**src/rtl/ysyx_23060240_pkg.sv**
```systemverilog
// rtl/ysyx_23060240_pkg.sv - shared ctrl codes, LSU state enum and access-size helpers
package ysyx_23060240_pkg;

    // Same encoding as the memory stage's memory_rd_ctrl field.
    localparam logic [2:0] OP_LB  = 3'b001;
    localparam logic [2:0] OP_LBU = 3'b010;
    localparam logic [2:0] OP_LH  = 3'b011;
    localparam logic [2:0] OP_LHU = 3'b100;
    localparam logic [2:0] OP_LW  = 3'b101;

    typedef enum logic [1:0] {
        LSU_IDLE,
        LSU_REQ,
        LSU_WAIT,
        LSU_RESP
    } lsu_state_t;

    typedef enum logic [1:0] {
        SZ_BYTE,
        SZ_HALF,
        SZ_WORD
    } lsu_size_t;

    // Stores only define 001/011/101; every other code falls back to word width.
    function automatic lsu_size_t op_size(input logic [2:0] op, input logic is_store);
        lsu_size_t size;
        case (op)
            OP_LB:   size = SZ_BYTE;
            OP_LBU:  size = is_store ? SZ_WORD : SZ_BYTE;
            OP_LH:   size = SZ_HALF;
            OP_LHU:  size = is_store ? SZ_WORD : SZ_HALF;
            default: size = SZ_WORD;
        endcase
        return size;
    endfunction

    function automatic logic op_signed(input logic [2:0] op);
        return (op == OP_LB) || (op == OP_LH);
    endfunction

endpackage

```
**src/rtl/ysyx_23060240_lsu_align.sv**
```systemverilog
// rtl/ysyx_23060240_lsu_align.sv - store lane shift/mask, load shift/extend, alignment check
module ysyx_23060240_lsu_align
    import ysyx_23060240_pkg::*;
(
    input  logic [2:0]  op,
    input  logic        is_store,
    input  logic [1:0]  addr_lo,
    input  logic [31:0] store_data,
    input  logic [31:0] raw_data,
    output logic [31:0] lane_wdata,
    output logic [7:0]  wmask,
    output logic [31:0] load_data,
    output logic        misalign
);

    lsu_size_t   size;
    logic [3:0]  base_mask;
    logic [3:0]  lane_mask;
    logic [31:0] shifted;
    logic        sext;

    assign size = op_size(op, is_store);
    assign sext = op_signed(op);

    always_comb begin
        base_mask = 4'b1111;
        misalign  = 1'b0;
        case (size)
            SZ_BYTE: begin
                base_mask = 4'b0001;
                misalign  = 1'b0;
            end
            SZ_HALF: begin
                base_mask = 4'b0011;
                misalign  = addr_lo[0];
            end
            default: begin
                base_mask = 4'b1111;
                misalign  = |addr_lo;
            end
        endcase
    end

    assign lane_mask  = base_mask << addr_lo;
    assign wmask      = {4'b0000, lane_mask};
    assign lane_wdata = store_data << {addr_lo, 3'b000};
    assign shifted    = raw_data >> {addr_lo, 3'b000};

    always_comb begin
        load_data = shifted;
        case (size)
            SZ_BYTE: load_data = {{24{sext & shifted[7]}}, shifted[7:0]};
            SZ_HALF: load_data = {{16{sext & shifted[15]}}, shifted[15:0]};
            default: load_data = shifted;
        endcase
    end

endmodule

```
**src/rtl/ysyx_23060240_lsu.sv**
```systemverilog
// rtl/ysyx_23060240_lsu.sv - single-outstanding load/store unit sequencing FSM
module ysyx_23060240_lsu
    import ysyx_23060240_pkg::*;
#(
    parameter int ADDR_W = 32,
    parameter int DATA_W = 32
) (
    input  logic              clk,
    input  logic              rst,
    input  logic              in_valid,
    output logic              in_ready,
    input  logic              in_is_store,
    input  logic [2:0]        in_op,
    input  logic [ADDR_W-1:0] in_addr,
    input  logic [DATA_W-1:0] in_wdata,
    input  logic [4:0]        in_rd,
    output logic              mem_req_valid,
    input  logic              mem_req_ready,
    output logic              mem_req_we,
    output logic [ADDR_W-1:0] mem_req_addr,
    output logic [DATA_W-1:0] mem_req_wdata,
    output logic [7:0]        mem_req_wmask,
    input  logic              mem_rsp_valid,
    input  logic [DATA_W-1:0] mem_rsp_rdata,
    output logic              out_valid,
    input  logic              out_ready,
    output logic [DATA_W-1:0] out_rdata,
    output logic [4:0]        out_rd,
    output logic              out_we,
    output logic              out_misalign
);

    lsu_state_t  state;
    logic [2:0]  op_q;
    logic        store_q;
    logic [1:0]  addr_lo_q;
    logic [4:0]  rd_q;

    logic        idle;
    logic [2:0]  al_op;
    logic        al_store;
    logic [1:0]  al_addr_lo;
    logic [31:0] al_wdata;
    logic [7:0]  al_wmask;
    logic [31:0] al_load;
    logic        al_misalign;

    // One align instance: fed from the inputs while accepting, from latched fields afterwards.
    assign idle       = (state == LSU_IDLE);
    assign al_op      = idle ? in_op       : op_q;
    assign al_store   = idle ? in_is_store : store_q;
    assign al_addr_lo = idle ? in_addr[1:0] : addr_lo_q;

    ysyx_23060240_lsu_align u_align (
        .op         (al_op),
        .is_store   (al_store),
        .addr_lo    (al_addr_lo),
        .store_data (in_wdata),
        .raw_data   (mem_rsp_rdata),
        .lane_wdata (al_wdata),
        .wmask      (al_wmask),
        .load_data  (al_load),
        .misalign   (al_misalign)
    );

    always_ff @(posedge clk or posedge rst) begin
        if (rst) begin
            state         <= LSU_IDLE;
            op_q          <= '0;
            store_q       <= 1'b0;
            addr_lo_q     <= '0;
            rd_q          <= '0;
            in_ready      <= 1'b1;
            mem_req_valid <= 1'b0;
            mem_req_we    <= 1'b0;
            mem_req_addr  <= '0;
            mem_req_wdata <= '0;
            mem_req_wmask <= '0;
            out_valid     <= 1'b0;
            out_rdata     <= '0;
            out_rd        <= '0;
            out_we        <= 1'b0;
            out_misalign  <= 1'b0;
        end else begin
            case (state)
                LSU_IDLE: begin
                    if (in_valid) begin
                        op_q      <= in_op;
                        store_q   <= in_is_store;
                        addr_lo_q <= in_addr[1:0];
                        rd_q      <= in_rd;
                        in_ready  <= 1'b0;
                        if (al_misalign) begin
                            state        <= LSU_RESP;
                            out_valid    <= 1'b1;
                            out_misalign <= 1'b1;
                            out_we       <= 1'b0;
                            out_rdata    <= '0;
                            out_rd       <= in_rd;
                        end else begin
                            state         <= LSU_REQ;
                            mem_req_valid <= 1'b1;
                            mem_req_we    <= in_is_store;
                            mem_req_addr  <= in_addr;
                            mem_req_wdata <= al_wdata;
                            mem_req_wmask <= al_wmask;
                        end
                    end
                end
                LSU_REQ: begin
                    if (mem_req_ready) begin
                        mem_req_valid <= 1'b0;
                        if (mem_rsp_valid) begin
                            state        <= LSU_RESP;
                            out_valid    <= 1'b1;
                            out_misalign <= 1'b0;
                            out_we       <= !store_q;
                            out_rdata    <= store_q ? '0 : al_load;
                            out_rd       <= rd_q;
                        end else begin
                            state <= LSU_WAIT;
                        end
                    end
                end
                LSU_WAIT: begin
                    if (mem_rsp_valid) begin
                        state        <= LSU_RESP;
                        out_valid    <= 1'b1;
                        out_misalign <= 1'b0;
                        out_we       <= !store_q;
                        out_rdata    <= store_q ? '0 : al_load;
                        out_rd       <= rd_q;
                    end
                end
                LSU_RESP: begin
                    if (out_ready) begin
                        state     <= LSU_IDLE;
                        out_valid <= 1'b0;
                        in_ready  <= 1'b1;
                    end
                end
            endcase
        end
    end

endmodule

```
**config.mk**
```make
export PLATFORM = sky130hd
export DESIGN_NAME = ysyx_23060240_lsu
export DESIGN_NICKNAME = d
export VERILOG_FILES = /design/src/rtl/ysyx_23060240_pkg.sv /design/src/rtl/ysyx_23060240_lsu_align.sv /design/src/rtl/ysyx_23060240_lsu.sv
export SDC_FILE = /design/constraint.sdc
export NUM_CORES = 1
export LEC_CHECK = 0
export ABC_AREA = 0
export BUFFER_PORTS_ARGS = -buffer_cell sky130_fd_sc_hd__buf_2
export CAP_MARGIN = 0
export CELL_PAD_IN_SITES_DETAIL_PLACEMENT = 2
export CELL_PAD_IN_SITES_GLOBAL_PLACEMENT = 2
export CORE_UTILIZATION = 32
export CTS_CLUSTER_SIZE = 30
export DETAILED_ROUTE_END_ITERATION = 12
export HOLD_SLACK_MARGIN = 0.05
export PLACE_DENSITY_LB_ADDON = 0.1
export SLEW_MARGIN = 20
export SYNTH_ARGS = -nofsm -noshare
export SYNTH_HDL_FRONTEND = slang
export SYNTH_HIERARCHICAL = 1
export SYNTH_SLANG_ARGS = --single-unit
```
**constraint.sdc**
```tcl
create_clock -name clk -period 5.37 [get_ports clk]
set_input_delay 0.8055 -clock clk [delete_from_list [all_inputs] [get_ports clk]]
set_output_delay 0.8055 -clock clk [all_outputs]
set_load 0.01 [all_outputs]
```
Word level (Yosys, flattened, before mapping)
Cells that the tools add are included.

storage, ports and cells
  input port bits = 111
  output and inout port bits = 115
  logic and storage cells = 99
  bits in registers = 124

operators by class
  shifts and indexed selects = 3
  equality and inequality tests = 14
  bitwise gates (word level) = 3
  reduce and logical (&&, ||, !) cells = 15
  multiplexer cells = 48

operator list
  kind                                                                    count
  32-bit two-way mux                                                      5
  32-bit case mux with 3 select lines                                     1
  32-bit case mux with 2 select lines                                     1
  32-bit by 5-bit << shifter with 32-bit output                           1
  32-bit by 5-bit >> shifter with 32-bit output                           1
  5-bit two-way mux                                                       4
  1-bit two-way mux                                                       18
  2-bit two-way mux                                                       8
  2-bit case mux with 4 select lines                                      2
  4-bit AND reduction                                                     4
  5-bit case mux with 3 select lines                                      1
  2-bit != test (second input constant)                                   5
  4-bit case mux with 2 select lines                                      1
  3-bit by 2-bit equality test with 1-bit output (second input constant)  2
  1-bit case mux with 2 select lines                                      3
  1-bit case mux with 3 select lines                                      2
  3-bit AND reduction                                                     2
  2-bit by 1-bit equality test with 1-bit output (second input constant)  2
  2-bit equality test (second input constant)                             2
  2-bit zero test                                                         2
  1-bit case mux with 4 select lines                                      1
  2-bit nonzero test                                                      2
  4-bit by 2-bit << shifter with 4-bit output                             1
  3-bit by 1-bit equality test with 1-bit output (second input constant)  1
  other kinds (10)                                                        11

Longest topological paths before layout
Gate-level depths: netlist of the first run.

  depth after elaboration = 10
  depth in mapped cells = 16
  gate-level depth less buffers = 10

Modules after synthesis
The synthesis of the first run kept the hierarchy.

by module, submodules not included
  module                   area each (µm²)  times used  cells each  seq. area each (µm²)
  ysyx_23060240_lsu        5308.8           1           388         3204.3
  ysyx_23060240_lsu_align  1519.0           1           212         0.0

Worst setup path before layout of the first run
No wires, ideal clock.

  kind = register -> register
  start point = reg state[0]
  end point = reg out_rd[3]
  path slack = 2.102 ns
  library setup time = 0.127 ns
  clock period less this slack = 3.268 ns
  buffers on the path = 4
  cell stages (with the launch flop) = 15
  data required time = 5.243 ns
  arrival time = 3.140 ns
  cell sequence = dfrtp_1 > inv_1 > ha_1 > buf_1 > mux2_2 > or4b_1 > buf_2 > a21oi_1 > nor2_1 > inv_1 > a21oi_1 > and3_1 > buf_2 > buf_6 > mux2_1

between the ends
  longest elaborated chain between the ends = 8
  elaborated cells on any way between the ends = 23
  those cells by class = 10 x eq/ne; 8 x mux; 5 x reduce/logical

ends and longest elaborated chain
  what                                                                                      line                           text
  start: declaration                                                                        ysyx_23060240_lsu.sv:33        lsu_state_t state;
  start signal: assignment                                                                  ysyx_23060240_lsu.sv:68        state <= LSU_IDLE;
  start signal: assignment                                                                  ysyx_23060240_lsu.sv:94        state <= LSU_RESP;
  start signal: assignment                                                                  ysyx_23060240_lsu.sv:101       state <= LSU_REQ;
  2-bit zero test *                                                                         ysyx_23060240_lsu.sv:49        assign idle = (state == LSU_IDLE);
  3-bit two-way mux *                                                                       ysyx_23060240_lsu.sv:50        assign al_op = idle ? in_op : op_q;
  named net al_op[0]                                                                        ysyx_23060240_lsu.sv:40        logic [2:0] al_op;
  3-bit equality test, or another cell as far along                                         ysyx_23060240_pkg.sv:27        case (op)
  2-bit case mux with 4 select lines *                                                      ysyx_23060240_pkg.sv:27
  2-bit by 1-bit equality test with 1-bit output / 2-bit zero test (equally long branches)  ysyx_23060240_lsu_align.sv:28  case (size)
  1-bit case mux with 2 select lines *                                                      ysyx_23060240_lsu_align.sv:28
  named net al_misalign                                                                     ysyx_23060240_lsu.sv:46        logic al_misalign;
  2-bit by 1-bit != test with 1-bit output (no source line) *                               -
  4-bit AND reduction (no source line) *                                                    -
  end signal: assignment                                                                    ysyx_23060240_lsu.sv:99        out_rd <= in_rd;
  end signal: assignment                                                                    ysyx_23060240_lsu.sv:119       out_rd <= rd_q;
  end signal: assignment                                                                    ysyx_23060240_lsu.sv:132       out_rd <= rd_q;
  end: declaration                                                                          ysyx_23060240_lsu.sv:28        output logic [4:0] out_rd,

The timed path passes the listed nets; every way through them passes the cells marked *.
A chain may end at the register's enable or synchronous reset.

Worst setup path after layout of the first run
  start point = reg state[0]
  end point = reg mem_req_wdata[31]

between the ends
  elaborated cells on any way between the ends = 18
  those cells by class = 5 x eq/ne; 1 x shift; 7 x mux; 1 x bitwise; 4 x reduce/logical

RTL lines
  what                                    line                           text
  2-bit zero test *                       ysyx_23060240_lsu.sv:49
  2-bit two-way mux *                     ysyx_23060240_lsu.sv:52        assign al_addr_lo = idle ? in_addr[1:0] : addr_lo_q;
  named net al_addr_lo[0]                 ysyx_23060240_lsu.sv:42        logic [1:0] al_addr_lo;
  2-bit OR reduction                      ysyx_23060240_lsu_align.sv:39  misalign = |addr_lo;
  1-bit case mux with 2 select lines *    ysyx_23060240_lsu_align.sv:28
  named net al_misalign                   ysyx_23060240_lsu.sv:46
  1-bit inverter (no source line) *       -
  3-bit AND reduction (no source line) *  -
  end signal: assignment                  ysyx_23060240_lsu.sv:105       mem_req_wdata <= al_wdata;
  end: declaration                        ysyx_23060240_lsu.sv:21        output logic [DATA_W-1:0] mem_req_wdata,

Marked as above.

==> impl_metrics.py, run 1 <==
metrics = {
    "finish": {
        "stdcell_area_um2": 8718,
        "antenna_cells": 0,
        "drive_gt1_frac": 0.4769,
        "final_cells": 1097,
        "area_delta_synth_final_pct": 27.69,
        "finalNetCount": 927,
    },
    "cts": {
        "root_buffer": "clkbuf_16",
        "hold_buffers": 0,
        "numCtsBuffers": 17,
        "cts_sinks": 128,
        "cts_tree": "done",
        "h-tree-depth": 4,
        "clk_pin_slew_worst_paths_ps": 70,
        "cts_setup_buffers": 0,
        "post_cts_resized": 0,
        "clockBufferDepth": 2,
        "clock_latency_ps": 430,
    },
    "setup_path": {
        "worstSetupEndpointType": "register",
        "crit_fanout": 75,
        "crit_path_start_kind": "register",
        "rr_worst_depth": 10,
        "arrival_ps": 4390,
        "path_class": "reg2reg",
        "cp.required_ps": 5680,
    },
    "min_path": {
        "min_path_type": "reg2reg",
        "hold_depth": 1,
    },
    "timing": {
        "slew-limit-headroom": 0.3060,
        "grt_setup_unrepaired": "false",
        "setup_slack_ps": 1290,
        "worst_slew_pin_slew_ps": 1041,
        "min_period_over_period": 0.7598,
        "hold_viol_final": 0,
        "finalMaxSlewViolations": 0,
        "setup_viol": 0,
        "tns_ps": 0,
        "fin_crit_ps": 4080,
        "max_freq_ghz": 0.2451,
        "finClkSkew_ps": 7.631,
    },
    "detailed_routing": {
        "met3_length_mm": 1.156,
        "drtIter0Drc": 153,
        "wl_mm": 20.75,
        "antenna_left": 0,
        "viasPerCell": 4.900,
        "drc": 0,
        "wire_per_inst_um": 18.92,
        "vias": 5375,
        "dr.max_layer_used": "met4",
        "firstDrtPassIters": 4,
        "wl_met1_mm": 8.988,
        "met2_length_mm": 10.36,
    },
    "power_and_ir_drop": {
        "powerDensity_nw_per_um2": 700.8,
        "p_leak_uw": 0.004313,
        "power_uw": 6110,
        "peakVddDrop_v": 0.0003008,
    },
    "job": {
        "maxCapViolations": 0,
    },
    "floorplan": {
        "io_pins": 226,
        "die_height_um": 148.1,
        "die_area_um2": 21920,
        "fp.dieW_um": 148.1,
        "rows": 53,
        "coreArea_um2": 20960,
        "initial_utilization": 0.3258,
    },
    "logic_synthesis": {
        "synth-seq-cells": 128,
        "synth_top_area_cell": "dfrtp_1",
        "synthTopCellsByCount": "127 x dfrtp_1, 101 x mux2_2, 66 x mux2i_1",
        "synth_area_per_cell_um2": 11.38,
        "ys.flop_type": "dfrtp_1",
        "synthArstFlopShare": 1.000,
        "synth_cells": 600,
        "synth_most_common_cell": "dfrtp_1",
        "synth_area_um2": 6828,
        "synth_edf_count": 0,
        "yosys-top-cells-area": "dfrtp_1 47%, mux2_2 17%, mux2i_1 9.7%, inv_1 2.6%, nand2_1 2.5%",
        "ys_types": 48,
        "yosysWarnings": 6,
        "synth_top_area_frac": 0.4655,
        "seq_area_frac_synth": 0.4693,
    },
    "grt": {
        "grt_pass1_wl_mm": 33.37,
        "grt_pass1_vias": 6071,
        "gr-total-overflow": 0,
        "grt_usage": 0.1980,
        "grt_max_degree": 89,
        "grt_antenna_before_repair": 0,
    },
    "place": {
        "post-place-ws_ps": 1204,
        "place_hpwl_mm": 14.95,
        "io_buffers": 225,
        "place_congestion": 0.7503,
        "post-place-cells": 1065,
        "placed_area_um2": 8135,
    },
    "run_status": {
        "status": "completed",
    },
}
## layout by cell type, fill, tap and decap left out, types with 2 or more instances in the layout
master	netlist	routed
dfrtp_1	127	127
buf_2	21	225
o21ai_0	11	11
nor2_1	16	15
inv_6	0	6
a211oi_1	16	16
or3b_2	3	3
o22ai_1	6	6
inv_8	0	8
mux2i_1	66	66
nor2b_1	18	18
clkbuf_16	0	17
a2bb2oi_1	7	7
nand2_1	46	46
and2_1	9	9
nand2b_1	5	5
buf_4	7	7
inv_1	48	47
mux2_2	101	100
a22oi_1	7	7
conb_1	1	4
and2b_1	2	2
o22ai_2	10	10
mux2_1	2	2
a21oi_1	23	23
ha_1	7	7
## critical path, cell delays in order, from the launching register on
cell,delay [ps]
dfrtp_1,450
inv_1,170
ha_1,560
mux2_4,880
a21bo_2,240
a21oi_1,60
nor2_1,140
inv_1,100
nand3_4,70
buf_4,700
mux2_2,430
## flip-flops by register name (all words and copies together) (netlist names), 2 cells and up
name and flops:
op_q 3, mem_req_wdata 32, rd_q 5, state 2
mem_req_wmask 8, mem_req_addr 32, addr_lo_q 2, out_rdata 32
out_rd 5
## layout make-up
class,count,area [um^2]
clock buffers,17,425.4
multi-input cells,382,3223
well taps,275,344.1
flip-flops and latches,128,3204
clock inverters,15,157.7
fillers,2273,12240
inverters,48,185.2
repair buffers,232,1179
## path summary, 6_finish.rpt
path	startpoint	to	slack, ps
max in group asynchronous	rst	out_rdata[14]$_DFFE_PP0P_	3720
max reg2reg	state[0]$_DFFE_PP0P_	mem_req_wdata[31]$_DFFE_PP0P_	1290
min reg2reg	out_rd[3]$_DFFE_PP0P_	out_rd[3]$_DFFE_PP0P_	500
min	out_rd[3]$_DFFE_PP0P_	out_rd[3]$_DFFE_PP0P_	500
max	state[0]$_DFFE_PP0P_	mem_req_wdata[31]$_DFFE_PP0P_	1290
min in group asynchronous	rst	mem_req_addr[23]$_DFFE_PP0P_	540
## report_power, final
| part | internal (uW) | leakage, uW | switching [uW] |
|---|---|---|---|
| sequential | 1410 | 0.00160 | 226 |
| clock | 626 | 0.000288 | 536 |
| combinational | 1470 | 0.00243 | 1840 |
| total | 3510 | 0.00431 | 2600 |
## logic make-up after synthesis
logic type | Yosys count | synth area share
and+or+nand+nor | 108 | 0.08320
muxes | 170 | 0.2699
DFF | 128 | 0.4693
AOI/OAI and AO/OA | 93 | 0.1010
other | 1 | 0.0005492
buffers and inverters | 93 | 0.06322
adders and majority gates | 7 | 0.01283
## stage by stage
| step | hold slack (ps) | util |
|---|---|---|
| after global routing | 521.4 | 0.4161 |
| final | 499.9 | 0.4161 |
| after detailed placement | 488.0 | 0.3882 |
| after floorplan | 473.7 | - |
| after CTS | 506.8 | 0.4161 |
| after global placement | 464.4 | 0.3882 |
## layer usage
metal | track usage | vias up
met2 | 0.3385 | 139
met3 | 0.05399 | 19
met4 | 0.05619 | 0
met1 | 0.2435 | 2722
li1 | - | 2495
met5 | 0 | -
No activity file was read; power rests on OpenSTA's default activity.
==> inputs of run 2 (changes only) <==
- clock period: 5.37 -> 4 ns (I/O delays scaled with it)
==> impl_metrics.py, run 2 (same netlist as run 1, synthesis figures left out) <==
metrics = {
    "run_status": {
        "status": "completed",
    },
    "cts": {
        "hold_buffers": 0,
        "clockBufferDepth": 2,
        "root_buffer": "clkbuf_16",
        "post_cts_resized": 0,
        "cts_sinks": 128,
        "clock_latency_ps": 420,
        "numCtsBuffers": 17,
        "clk_pin_slew_worst_paths_ps": 70,
        "cts_tree": "done",
        "cts_setup_buffers": 0,
        "h-tree-depth": 4,
    },
    "finish": {
        "finalNetCount": 930,
        "area_delta_synth_final_pct": 28.57,
        "final_cells": 1102,
        "top_regs": "mem_req_addr: 32 flops, mem_req_wdata: 32 flops, out_rdata: 32 flops",
        "final_cell_mix": "225 x buf_2, 127 x dfrtp_1, 100 x mux2_2",
        "drive_gt1_frac": 0.4788,
        "final_common_cell": "buf_2",
        "fill_cells": 2298,
    },
    "setup_path": {
        "r2r-start": "state[0]$_DFFE_PP0P_",
        "arrival_ps": 3960,
        "crit_path_start_kind": "register",
        "r2r_end": "out_rdata[11]$_DFFE_PP0P_",
        "cp-endpoint": "out_rdata[11]$_DFFE_PP0P_",
        "rr_worst_depth": 11,
        "crit_fanout": 32,
        "path_class": "reg2reg",
        "cp.required_ps": 4330,
        "cp-startpoint": "state[0]$_DFFE_PP0P_",
        "worstSetupEndpointType": "register",
        "r2r_setup_slack_ps": 370,
    },
    "grt": {
        "gr-total-overflow": 0,
        "grt_usage": 0.1923,
        "grt_pass1_wl_mm": 32.59,
        "grt_max_degree": 104,
        "grt_antenna_before_repair": 2,
        "grt_pass1_vias": 5979,
    },
    "timing": {
        "fin_crit_ps": 3633,
        "worst_slew_pin_slew_ps": 770.9,
        "tns_ps": 0,
        "setup_viol": 0,
        "finClkSkew_ps": 8.670,
        "finalMaxSlewViolations": 0,
        "hold_viol_final": 0,
        "holdWs_ps": 247.6,
        "max_freq_ghz": 0.2753,
        "grt_setup_unrepaired": "false",
        "min_period_over_period": 0.9082,
        "slew-limit-headroom": 0.4861,
    },
    "place": {
        "post-place-cells": 1068,
        "place_congestion": 0.7399,
        "io_buffers": 225,
        "place_hpwl_mm": 14.84,
    },
    "floorplan": {
        "initial_utilization": 0.3258,
        "fp.dieW_um": 148.1,
        "die_area_um2": 21920,
        "io_pins": 226,
        "coreArea_um2": 20960,
        "rows": 53,
        "die_height_um": 148.1,
    },
    "job": {
        "maxCapViolations": 0,
    },
    "detailed_routing": {
        "met2_length_mm": 10.32,
        "antenna_left": 0,
        "wl_met1_mm": 8.561,
        "wl_mm": 20.46,
        "wire_per_inst_um": 18.57,
        "drtIter0Drc": 163,
        "drc": 0,
        "viasPerCell": 4.887,
        "dr.max_layer_used": "met4",
        "firstDrtPassIters": 4,
        "vias": 5385,
        "met3_length_mm": 1.240,
    },
    "power_and_ir_drop": {
        "peakVddDrop_v": 0.0003459,
        "p_leak_uw": 0.004337,
        "powerDensity_nw_per_um2": 934.1,
    },
    "min_path": {
        "min_path_type": "in2async",
    },
}
## run 2: cell types whose count changed in the layout (fill, tap and decap cells not counted)
cell / before / now
clkinvlp_4: 1 / 2
inv_6: 6 / 3
clkinv_8: 1 / 0
bufinv_16: 0 / 1
diode_2: 0 / 2
clkinv_4: 0 / 4
buf_4: 7 / 8
inv_8: 8 / 6
buf_12: 0 / 2
## run 2: power breakdown
part / internal, uW / leakage (uW) / total [uW] / switching [uW]
combinational: 1990 / 0.00245 / 4430 / 2450
sequential: 1900 / 0.00160 / 2200 / 306
clock: 890 / 0.000290 / 1570 / 676
## run 2: area by class of cell
cell class	count	area [um^2]	area share
Antenna cell	2	5.005	0.0005701
Timing Repair Buffer	235	1226	0.1397
Multi-Input combinational cell	382	3223	0.3672
Inverter	48	183.9	0.02095
Tap cell	275	344.1	0.03920
Sequential cell	128	3204	0.3650
Clock buffer	17	425.4	0.04846
Clock inverter	15	166.4	0.01896
## run 2: how the worst min path moves through the flow
stage | start | endpoint | slack, ps | depth (start not counted)
2_1_floorplan | rd_q[0]$_DFFE_PP0P_ | rd_q[0]$_DFFE_PP0P_ | 470 | 1
3_3_place_gp | out_rd[3]$_DFFE_PP0P_ | out_rd[3]$_DFFE_PP0P_ | 470 | 1
3_5_place_dp | out_rd[3]$_DFFE_PP0P_ | out_rd[3]$_DFFE_PP0P_ | 480 | 1
4_1_cts | rst | mem_req_addr[20]$_DFFE_PP0P_ | 250 | 2
5_1_grt | rst | mem_req_addr[20]$_DFFE_PP0P_ | 260 | 2
6_report | rst | mem_req_addr[20]$_DFFE_PP0P_ | 250 | 2
## run 2: metrics by stage
step	setup slack, ps	area, um^2	power (uW)	utilization
floorplan	732.3	6843	5381	-
global placement	533.3	8182	6531	0.3904
detailed placement	348.9	8182	6715	0.3904
CTS	317.3	8773	8337	0.4187
global route	82.53	8776	8807	0.4188
finish	367.1	8778	8200	0.4189
## run 2: metal layers
metal / track usage / vias to the layer above
li1: - / 2507
met3: 0.05736 / 24
met1: 0.2297 / 2708
met4: 0.06340 / 0
met5: 0 / -
met2: 0.3293 / 146
## run 2: critical path, stage by stage, from the launching register on
cell and delay [ps]:
dfrtp_1 440, inv_1 170, ha_1 340, mux2_2 440, or4b_1 370, a21oi_1 120, nor2_1 160, inv_1 110
a21oi_1 230, and3_2 350, buf_4 510, mux2i_1 270
==> inputs of run 3 (changes only) <==
- GPL_ROUTABILITY_DRIVEN: unset -> 0
- REMOVE_ABC_BUFFERS: unset -> 1
==> impl_metrics.py, run 3 (same netlist as run 1, synthesis figures left out) <==
metrics = {
    "run_status": {
        "status": "completed",
    },
    "setup_path": {
        "slowest_stage": "and3_2",
        "crit_path_cell_trace": "inv_1, ha_1, mux2_2, or4b_1, a21oi_1, nor2_1, inv_1, a21oi_1, and3_2, buf_4, mux2i_1",
        "crit_fanout": 25,
        "cp-startpoint": "state[0]$_DFFE_PP0P_",
        "arrival_ps": 3970,
        "r2r_setup_slack_ps": 360,
        "path_class": "reg2reg",
        "cp.required_ps": 4330,
        "crit_path_start_kind": "register",
        "cp-endpoint": "out_rdata[16]$_DFFE_PP0P_",
        "r2r_end": "out_rdata[16]$_DFFE_PP0P_",
        "worstSetupEndpointType": "register",
        "r2r-start": "state[0]$_DFFE_PP0P_",
        "rr_worst_depth": 11,
        "slowest_delay_ps": 710,
    },
    "cts": {
        "cts_sinks": 128,
        "post_cts_resized": 0,
        "clockBufferDepth": 2,
        "clk_pin_slew_worst_paths_ps": 70,
        "root_buffer": "clkbuf_16",
        "cts_tree": "done",
        "clock_latency_ps": 420,
        "numCtsBuffers": 17,
        "hold_buffers": 0,
        "cts_setup_buffers": 0,
        "h-tree-depth": 4,
    },
    "finish": {
        "final_common_cell": "buf_2",
        "stdcell_area_um2": 8765,
        "ff_latch_area_um2": 3204,
        "drive_gt1_frac": 0.4794,
        "final_cell_mix": "225 x buf_2, 127 x dfrtp_1, 100 x mux2_2",
        "top_regs": "mem_req_addr: 32 flops, mem_req_wdata: 32 flops, out_rdata: 32 flops",
        "fill_cells": 2287,
        "final_core_util": 0.4183,
        "finalNetCount": 931,
        "final_cells": 1102,
        "area_delta_synth_final_pct": 28.37,
        "multi_input_area_um2": 3223,
    },
    "detailed_routing": {
        "viasPerCell": 4.885,
        "antenna_left": 0,
        "met3_length_mm": 1.695,
        "dr.max_layer_used": "met5",
        "drc": 0,
        "wl_met1_mm": 8.238,
        "firstDrtPassIters": 4,
        "wire_per_inst_um": 18.35,
        "drtIter0Drc": 162,
        "met2_length_mm": 9.942,
        "vias": 5383,
        "wl_mm": 20.22,
    },
    "power_and_ir_drop": {
        "peakVddDrop_v": 0.0003372,
        "powerDensity_nw_per_um2": 937.4,
        "p_leak_uw": 0.004331,
    },
    "timing": {
        "max_freq_ghz": 0.2747,
        "setup_viol": 0,
        "finalMaxSlewViolations": 0,
        "hold_viol_final": 0,
        "min_period_over_period": 0.9100,
        "grt_setup_unrepaired": "false",
        "worst_slew_pin_slew_ps": 996.4,
        "slew-limit-headroom": 0.3357,
        "fin_crit_ps": 3640,
        "finClkSkew_ps": 6.961,
        "tns_ps": 0,
    },
    "floorplan": {
        "fp.dieW_um": 148.1,
        "die_area_um2": 21920,
        "io_pins": 226,
        "rows": 53,
        "coreArea_um2": 20960,
        "die_height_um": 148.1,
        "initial_utilization": 0.3258,
    },
    "min_path": {
        "min_path_type": "in2async",
    },
    "grt": {
        "grt_antenna_before_repair": 4,
        "grt_pass1_wl_mm": 32.47,
        "gr-total-overflow": 0,
        "grt_pass1_vias": 5992,
        "grt_max_degree": 76,
        "grt_usage": 0.1916,
    },
    "place": {
        "io_buffers": 225,
        "post-place-cells": 1069,
        "place_hpwl_mm": 14.70,
        "placed_area_um2": 8165,
    },
    "job": {
        "maxCapViolations": 0,
    },
}
==> run 3: critical path: cells and delay by family (launching register included) <==
| kind | cells | cell delay [ps] |
|---|---|---|
| AND/OR/NAND/NOR | 3 | 1220 |
| multiplexers | 2 | 660 |
| buffers and inverters | 3 | 600 |
| flip-flops | 1 | 450 |
| AO/OA/AOI/OAI | 2 | 320 |
| adder cells (fa/ha/maj) | 1 | 270 |
==> run 3: how the worst min path moves through the flow <==
stage,start,endpoint,slack (ps),depth (start not counted)
finish,rst,mem_req_addr[13]$_DFFE_PP0P_,300,2
global route,rst,mem_req_addr[18]$_DFFE_PP0P_,350,2
CTS,rst,mem_req_addr[26]$_DFFE_PP0P_,330,2
detailed placement,mem_req_wdata[24]$_DFFE_PP0P_,mem_req_wdata[24]$_DFFE_PP0P_,490,1
global placement,out_we$_DFFE_PP0P_,out_we$_DFFE_PP0P_,470,1
floorplan,rd_q[0]$_DFFE_PP0P_,rd_q[0]$_DFFE_PP0P_,470,1
==> run 3: where the power goes <==
part | switching [uW] | leakage [uW] | internal [uW]
Combinational | 2440 | 0.00245 | 1980
Clock | 645 | 0.000286 | 937
Sequential | 309 | 0.00160 | 1900
==> run 3: cell type report <==
class	instances	share of cell area
diodes	1	0.0002855
repair buffers	236	0.1379
flip-flops and latches	128	0.3656
well taps	275	0.03926
multi-input cells	382	0.3677
inverters	48	0.02113
clock inverters	15	0.01956
clock buffers	17	0.04854
==> run 3: routing by layer <==
| layer | global-route usage | vias to the layer above |
|---|---|---|
| met5 | 0 | - |
| met2 | 0.3246 | 166 |
| met3 | 0.07454 | 24 |
| li1 | - | 2505 |
| met4 | 0.05670 | 4 |
| met1 | 0.2230 | 2684 |
==> run 3: metrics by stage <==
stage / hold WS (ps) / setup WS, ps / total power [uW]
floorplan: 473.7 / -1076 / 5233
global placement: 471.3 / 553.3 / 6550
detailed placement: 488.6 / 345.0 / 6737
CTS: 332.0 / 293.9 / 8391
global route: 352.1 / 35.03 / 8857
finish: 305.0 / 360.0 / 8216
